===== config.mk =====
export PLATFORM = sky130hd
export DESIGN_NAME = encoder_rr_sched_flat
export DESIGN_NICKNAME = d
export VERILOG_FILES = /design/src/rtl/encoder_rr_sched_if.sv /design/src/rtl/encoder_rr_sched.sv /design/src/flat_wrapper.sv
export SDC_FILE = /design/constraint.sdc
export NUM_CORES = 1
export LEC_CHECK = 0
export CAP_MARGIN = 20
export CORE_MARGIN = 3
export CORE_UTILIZATION = 30
export DETAILED_ROUTE_END_ITERATION = 10
export GPL_TIMING_DRIVEN = 0
export HOLD_SLACK_MARGIN = 0.02
export MAX_ROUTING_LAYER = met4
export PLACE_DENSITY = 0.67
export SLEW_MARGIN = 20
export SYNTH_ARGS = -nofsm -noshare
export SYNTH_HDL_FRONTEND = slang
export SYNTH_SLANG_ARGS = --single-unit

===== constraint.sdc =====
create_clock -name clk -period 6 [get_ports clk]
set_clock_uncertainty 0.1 [all_clocks]
set_input_delay 1.8 -clock clk [delete_from_list [all_inputs] [get_ports clk]]
set_output_delay 1.8 -clock clk [all_outputs]
set_load 0.05 [all_outputs]

===== src/rtl/encoder_rr_sched_if.sv =====
// Request/response bundle between the requester ports, the response consumer and the
// round-robin encoder scheduler.
interface encoder_rr_sched_if #(
    parameter int NREQ  = 4,
    parameter int IN_W  = 7,
    parameter int OUT_W = 4
);
    localparam int ID_W = (NREQ > 1) ? $clog2(NREQ) : 1;

    logic [NREQ-1:0]      req_valid;
    logic [NREQ*IN_W-1:0] req_data;
    logic [NREQ-1:0]      req_ready;
    logic                 rsp_valid;
    logic                 rsp_ready;
    logic [OUT_W-1:0]     rsp_data;
    logic [ID_W-1:0]      rsp_id;

    modport master (
        output req_valid, req_data, rsp_ready,
        input  req_ready, rsp_valid, rsp_data, rsp_id
    );

    modport slave (
        input  req_valid, req_data, rsp_ready,
        output req_ready, rsp_valid, rsp_data, rsp_id
    );
endinterface


===== src/rtl/encoder_rr_sched.sv =====
// Round-robin arbiter that time-shares one combinational encoder: drive the winner's
// word for a full cycle, capture the result, return it with the requester index.
module encoder_rr_sched #(
    parameter int NREQ  = 4,
    parameter int IN_W  = 7,
    parameter int OUT_W = 4
) (
    input  logic                 clk,
    input  logic                 rst_n,
    encoder_rr_sched_if.slave    bus,
    output logic [IN_W-1:0]      enc_in,
    input  logic [OUT_W-1:0]     enc_out,
    output logic                 busy
);
    localparam int ID_W = (NREQ > 1) ? $clog2(NREQ) : 1;

    localparam logic [1:0] IDLE = 2'd0;
    localparam logic [1:0] EVAL = 2'd1;
    localparam logic [1:0] RESP = 2'd2;

    logic [1:0]       state;
    logic [ID_W-1:0]  ptr;
    logic [ID_W-1:0]  id_p0;
    logic [ID_W-1:0]  ptr_next;
    logic             grant_found;
    logic [ID_W-1:0]  grant_idx;
    logic [NREQ-1:0]  grant_oh;
    logic             rsp_valid_q;
    logic [OUT_W-1:0] rsp_data_q;
    logic [ID_W-1:0]  rsp_id_q;

    // Scan ptr, ptr+1, ... with an explicit wrap so the search never leaves 0..NREQ-1.
    always_comb begin
        grant_found = 1'b0;
        grant_idx   = '0;
        grant_oh    = '0;
        for (int k = 0; k < NREQ; k++) begin
            int i;
            i = int'(ptr) + k;
            if (i >= NREQ) i = i - NREQ;
            if (!grant_found && bus.req_valid[i]) begin
                grant_found = 1'b1;
                grant_idx   = ID_W'(i);
                grant_oh[i] = 1'b1;
            end
        end
    end

    assign ptr_next = (id_p0 == ID_W'(NREQ - 1)) ? '0 : id_p0 + 1'b1;

    // Accept is only offered from IDLE, and never while reset is held.
    assign bus.req_ready = (rst_n && state == IDLE) ? grant_oh : '0;
    assign busy          = (state != IDLE);
    assign bus.rsp_valid = rsp_valid_q;
    assign bus.rsp_data  = rsp_data_q;
    assign bus.rsp_id    = rsp_id_q;

    always_ff @(posedge clk or negedge rst_n) begin
        if (!rst_n) begin
            state       <= IDLE;
            ptr         <= '0;
            id_p0       <= '0;
            enc_in      <= '0;
            rsp_valid_q <= 1'b0;
            rsp_data_q  <= '0;
            rsp_id_q    <= '0;
        end else begin
            case (state)
                IDLE: begin
                    if (grant_found) begin
                        enc_in <= bus.req_data[int'(grant_idx)*IN_W +: IN_W];
                        id_p0  <= grant_idx;
                        state  <= EVAL;
                    end
                end
                // enc_in has been stable for the whole cycle; enc_out is settled here.
                EVAL: begin
                    rsp_data_q  <= enc_out;
                    rsp_id_q    <= id_p0;
                    rsp_valid_q <= 1'b1;
                    state       <= RESP;
                end
                RESP: begin
                    if (bus.rsp_ready) begin
                        rsp_valid_q <= 1'b0;
                        ptr         <= ptr_next;
                        state       <= IDLE;
                    end
                end
                default: state <= IDLE;
            endcase
        end
    end
endmodule

===== src/flat_wrapper.sv =====
// flat-port wrapper written by rule: the top's interface ports become plain ports
module encoder_rr_sched_flat 
#(
    parameter int NREQ  = 4,
    parameter int IN_W  = 7,
    parameter int OUT_W = 4
)
  (clk, rst_n, enc_in, enc_out, busy, bus_req_valid, bus_req_data, bus_rsp_ready, bus_req_ready, bus_rsp_valid, bus_rsp_data, bus_rsp_id);
  encoder_rr_sched_if #(.NREQ(NREQ), .IN_W(IN_W), .OUT_W(OUT_W)) bus_i ();
  input  logic clk;
  input  logic rst_n;
  output logic [IN_W-1:0] enc_in;
  input  logic [OUT_W-1:0] enc_out;
  output logic busy;
  input wire logic [$bits(bus_i.req_valid)-1:0] bus_req_valid;
  input wire logic [$bits(bus_i.req_data)-1:0] bus_req_data;
  input wire logic [$bits(bus_i.rsp_ready)-1:0] bus_rsp_ready;
  output wire logic [$bits(bus_i.req_ready)-1:0] bus_req_ready;
  output wire logic [$bits(bus_i.rsp_valid)-1:0] bus_rsp_valid;
  output wire logic [$bits(bus_i.rsp_data)-1:0] bus_rsp_data;
  output wire logic [$bits(bus_i.rsp_id)-1:0] bus_rsp_id;
  assign bus_i.req_valid = bus_req_valid;
  assign bus_i.req_data = bus_req_data;
  assign bus_i.rsp_ready = bus_rsp_ready;
  assign bus_req_ready = bus_i.req_ready;
  assign bus_rsp_valid = bus_i.rsp_valid;
  assign bus_rsp_data = bus_i.rsp_data;
  assign bus_rsp_id = bus_i.rsp_id;
  encoder_rr_sched #(.NREQ(NREQ), .IN_W(IN_W), .OUT_W(OUT_W)) u_core (.clk(clk), .rst_n(rst_n), .bus(bus_i), .enc_in(enc_in), .enc_out(enc_out), .busy(busy));
endmodule

==> metrics, run 1 <==
status=finished, final reports clean; startpoint class of the critical path=primary input; Initial DRT Pass Iterations=4; vias per inst=5.500; worst hold path class=register to register; GP Congestion=~0.83; via count=roughly 1900; Syn Nets=259; TritonCTS clock tree=yes; global route overflow=0; WHS Path Cells=2; Seq/Total Area, Yosys=0.2681; Period Utilization, post-route=0.9882; area delta synth->final=39.68%; Max-Cap Viols=0; PortBufs=57; Final ANT Viol Nets=0; slowest stage cell, crit path=mux4_2; Max Freq=about 170 MHz; distinct cell type count after synthesis=between 40 and 50; clk slew on worst S/H paths=roughly 0.07 ns; FF-to-FF End=u_core.enc_in[1]; worst-case clock buffer depth=2; crit-path max cell delay=approximately 0.57 ns; Ports=between 50 and 60; grt met3 use=0.02718; Power Total=between 1 and 1.5 mW; R2R setup slack=2.87 ns; number of inserted diodes=0; commonest non-fill, non-tap cell in the layout=clkdlybuf4s50_1; routed length per instance=~16 um; core area=0.005991 mm2; Worst-Margin Slew=a little over 0.9 ns; Mean Syn Cell Area=just under 9 um2; CTS Hold Bufs=0; final hold vios=0; RSZ-0062 raised after global routing=no; Critical Path Sink Type=output pin; global-route wire length before repair=about 9300 um; Post-synth EDFFs=0; Reg2Reg Depth=9; Initial DRC Count=approximately 170; hold path start=u_core.id_p0[1]; clk_lat worst skew=between 0.2 and 0.3 ns; CTS Root Cell=clkbuf_8; total clock sinks=20; TritonCTS Buffers=3; top cell type's share of synthesized area=0.2681; cell count after synthesis=214; Die ar.=0.007205 mm2; leading area contributor after synthesis=dfrtp_1; max-slew violation count=0; htree depth=1; residual DRC count=0; crit path max fanout=10; Critical Path, Cell by Cell=clkdlybuf4s50_1 -> mux4_2 -> nor2b_1 -> buf_2 -> a22o_1 -> mux2i_1 -> a21oi_1 -> clkdlybuf4s15_2; PwrDens=567.2 mW/mm2; Tot GR Track Use=0.1609; Rel. slew slack=0.3803; Area contributors post-synth=dfrtp_1 (27%), mux2_2 (6.0%), mux2i_1 (5.4%); Initial Util=0.3116; pre-CTS setup slack=-0.3849 ns; Reg-to-Reg Start=u_core.ptr[0]; min Tclk post-route=roughly 5.9 ns; Nets=roughly 320; most frequent cells in the layout=clkdlybuf4s50_1 (53), dfrtp_1 (20), nand2_1 (17), a21oi_1 (14), nor2_1 (12); CP Capture Point=bus_req_ready[2]; initial antenna violation count=0; placed instance area=roughly 0.0025 mm2; asr flop ratio synth=1.000; post-synth design cell area=0.001867 mm2; WL final=5667 um; Worst Path Arrival=slightly above 4 ns; vias in the first global route=1907; dpl hpwl=around 4300 um; Crit Path Class=primary input to output pin; GR Layer Usage met2=0.2434; WP data required=roughly 4.1 ns; maximum number of pins on one net before global-route repair=22; Top Usage Layer GRT=met2; maximum vdd drop=0.0002608 V; share of layout cells above drive strength 1=0.1382; Setup violations, final=0; Die Ht=about 85 um; top_reg_cell synth=dfrtp_1; Worst Setup Slack, final=around 0.071 ns; row count=28; CP startpoint=bus_req_valid[3]; met1 usage=0.2330; Synth Warn #=0; Design Area, Final=0.002608 mm2; P_leak=1.035 nW; FF+latch count, synth=20; Die Width=roughly 85 um
sequential cells by signal, summed over array words and instances, names as in the netlist:
name	flops
u_core.enc_in	7
u_core.bus.rsp_data	4
u_core.bus.rsp_id	2
u_core.id_p0	2
u_core.ptr	2
u_core.state	2
u_core.bus.rsp_valid	1
where the power goes:
part           switching [mW]  internal (mW)
clock network          0.0450         0.0890
logic                   0.657          0.434
registers              0.0506          0.204
repair_timing:
action                     4_1_cts  5_1_grt
resized for setup               12        7
setup buffers                    0        0
setup endpoints to repair        4        4
gates cloned                     0        0
hold endpoints to repair         0        0
per-stage QoR:
step | hold slack [ns] | util | cells | TNS, ns
after global placement | 0.3898 | 0.4225 | 346 | -1.386
after floorplan | 0.3669 | - | 214 | 0
final | 0.4103 | 0.4353 | 350 | 0
after detailed placement | 0.3963 | 0.4225 | 346 | -1.421
after global routing | 0.4309 | 0.4353 | 350 | 0
after CTS | 0.4146 | 0.4353 | 350 | 0
cell usage after synthesis, types with 2 or more instances:
master    number
a211oi_1       2
a21o_1         2
a21oi_1       15
a22o_1         4
a31oi_1        7
and2_1         7
and3b_1        2
buf_2          6
buf_4          2
buf_6          2
clkbuf_1       6
dfrtp_1       20
ha_1           6
inv_1          6
mux2_2        10
mux2i_1       10
mux4_2         2
nand2_1       17
nand2b_1       2
nand3_1        7
nand3b_1       2
nand4_1        9
nor2_1        12
nor2b_1        5
nor3b_1        9
o21ai_0        8
o21bai_1       3
o22ai_1        3
o31ai_1        8
o41a_1         6
or2_2          2
per-layer routing:
| layer | part of all wire | vias up |
|---|---|---|
| met1 | 0.47 | 921 |
| met3 | 0.076 | 2 |
| met4 | 0.0021 | 0 |
| li1 | - | 933 |
| met2 | 0.46 | 69 |
| met5 | 0 | - |
cells by family after synthesis:
logic type               after synthesis  share of synthesized area
AO/OA/AOI/OAI                         64                     0.2473
adder cells (fa/ha/maj)                6                    0.04021
buffers and inverters                 23                    0.06233
flip-flops                            20                     0.2681
multiplexers                          24                     0.1562
AND/OR/NAND/NOR                       77                     0.2259
worst max-delay path, delay by kind of cell:
family	cells	cell delay, ns
AND/OR/NAND/NOR	1	0.12
AO/OA/AOI/OAI	2	0.31
multiplexers	2	0.63
buffers and inverters	3	1.17
layout make-up:
cell class	count	area, um2
fill	588	3383
multi-input combinational	171	1254
timing repair buffer	57	569.3
sequential	20	500.5
buffer	17	96.34
tap	75	93.84
clock buffer	3	41.29
clock inverter	1	30.03
inverter	6	22.52
worst min path at each step:
stage | end | slack (ns)
global route | u_core.bus.rsp_data[0] | 0.43
CTS | u_core.id_p0[1] | 0.41
finish | u_core.id_p0[1] | 0.41
global placement | u_core.bus.rsp_data[2] | 0.39
detailed placement | u_core.id_p0[1] | 0.40
floorplan | u_core.id_p0[1] | 0.37
Note: power is estimated with default switching activity, not from simulation.
==> run 2: changes to the inputs <==
Settings changed: PLACE_DENSITY 0.67 to 0.69.
Clock period 6 ns to 5.21 ns, I/O delays scaled along.
==> run 2 against run 1 <==
  * Hold slack better by 0.0040 ns
  * Flip-flop and latch count stayed put
  * Critical path depth stayed put
  * Die area stayed put
  * Cell count is 1.1% higher
  * Sequential share of layout area is 0.18 points lower
  * Worst setup slack better by 0.052 ns
  * Non-clock buffer count is 4 higher
==> metrics, run 2 (same netlist as run 1, synthesis figures left out) <==
max-slew violation count=0; status=finished, final reports clean; Biggest register=u_core.enc_in; TritonCTS clock tree=yes; Worst-Margin Slew=between 0.9 and 1 ns; global-route wire length before repair=slightly above 9000 um; clk slew on worst S/H paths=0.08 ns; Tot GR Track Use=0.1580; pre-CTS setup slack=-0.6691 ns; FF-to-FF End=u_core.enc_in[4]; R2R setup slack=about 2.1 ns; residual DRC count=0; Max-Cap Viols=0; Initial DRC Count=109; final hold vios=0; Power Total=~1.7 mW; row count=28; crit path max fanout=10; # fillers=605; share of layout cells above drive strength 1=0.1470; Ports=58; fin util=0.4394; hold path start=u_core.bus.rsp_data[3]; maximum number of pins on one net before global-route repair=22; TritonCTS Buffers=3; global route overflow=0; Reg-to-Reg Start=u_core.ptr[0]; P_leak=1.077 nW; Reg2Reg Depth=9; CTS Root Cell=clkbuf_8; core area=0.005991 mm2; dpl hpwl=4269 um; Initial Util=0.3116; hold_ws=a little over 0.4 ns; Worst Path Arrival=roughly 3.4 ns; Critical Path Sink Type=output pin; commonest non-fill, non-tap cell in the layout=clkdlybuf4s50_1; worst-case clock buffer depth=2; GP Congestion=0.8508; Rel. slew slack=0.3491; min Tclk post-route=about 5 ns; area delta synth->final=41.02%; Placed Cells incl. Taps=346; clk_lat worst skew=between 0.2 and 0.3 ns; vias per inst=5.282; CTS Hold Bufs=0; maximum vdd drop=0.0003622 V; Nets=roughly 330; WL final=5574 um; Die Ht=between 80 and 90 um; Die Width=84.89 um; Die ar.=roughly 0.0072 mm2; vias in the first global route=roughly 1900; fin cells=roughly 350; met1 usage=0.2167; worst hold path class=register to register; WHS Path Cells=1; most frequent cells in the layout=clkdlybuf4s50_1 (49), dfrtp_1 (20), nand2_1 (17), a21oi_1 (14), nor2_1 (12); PwrDens=655.1 mW/mm2; grt met3 use=0.03204; Setup violations, final=0; via count=around 1900; initial antenna violation count=0; Period Utilization, post-route=0.9765; number of inserted diodes=0; RSZ-0062 raised after global routing=no; WP data required=about 3.6 ns; Worst Setup Slack, final=about 0.12 ns; Final ANT Viol Nets=0; htree depth=1; Crit Path Class=primary input to output pin; max reg flops=7; routed length per instance=~16 um; startpoint class of the critical path=primary input; Max Freq=around 200 MHz; Top Usage Layer GRT=met2; PortBufs=between 50 and 60; total clock sinks=20; GR Layer Usage met2=0.2470; Initial DRT Pass Iterations=4; end point of the worst hold path=u_core.bus.rsp_data[3]
-- run 2: cell count changes in the layout (fill, tap and decap cells not counted), sizes merged --
cell,before,now
clkdlybuf4s50,53,49
dlygate4sd2,0,2
clkdlybuf4s15,3,0
dlymetal6s2s,0,2
buf,12,19
-- run 2: repair_timing --
item / in CTS / in global routing
hold endpoints to repair: 0 / 0
setup buffers: 1 / 3
setup endpoints to repair: 4 / 4
gates resized for setup: 27 / 5
-- run 2: final cells by class --
type	count	area [um2]	area share
Buffer	17	97.59	0.03707
Clock buffer	3	41.29	0.01568
Clock inverter	1	30.03	0.01141
Inverter	6	22.52	0.008555
Multi-Input combinational cell	171	1254	0.4762
Sequential cell	20	500.5	0.1901
Tap cell	75	93.84	0.03565
Timing Repair Buffer	61	593.1	0.2253
-- run 2: worst max-delay path by stage --
stage,from,to
2_1_floorplan,bus_req_valid[2],bus_req_ready[2]
3_3_place_gp,bus_req_valid[3],bus_req_ready[1]
3_5_place_dp,bus_req_valid[1],bus_req_ready[2]
4_1_cts,bus_req_valid[2],bus_req_ready[0]
5_1_grt,bus_req_valid[0],bus_req_ready[1]
6_report,bus_req_valid[0],bus_req_ready[0]
-- run 2: metal layers --
| layer | vias up | wire length [um] |
|---|---|---|
| li1 | 936 | - |
| met1 | 888 | 2730 |
| met2 | 44 | 2549 |
| met3 | 2 | 282 |
| met4 | 0 | 12 |
| met5 | - | 0 |
-- run 2: critical path: stages --
cell and delay (ns):
clkdlybuf4s50_1 0.46, mux4_2 0.49, nor2b_1 0.14, buf_4 0.16
a22o_1 0.18, mux2i_1 0.15, a21oi_1 0.09, buf_4 0.19
-- run 2: power breakdown --
group          internal (mW)  switching, mW
sequential             0.235         0.0563
clock                  0.103         0.0538
combinational          0.522          0.755
-- run 2: stage by stage --
stage	area (um2)	TNS [ns]
final	2633	0
after global routing	2633	0
after CTS	2599	0
after detailed placement	2531	-2.650
after global placement	2531	-2.540
after floorplan	1867	0
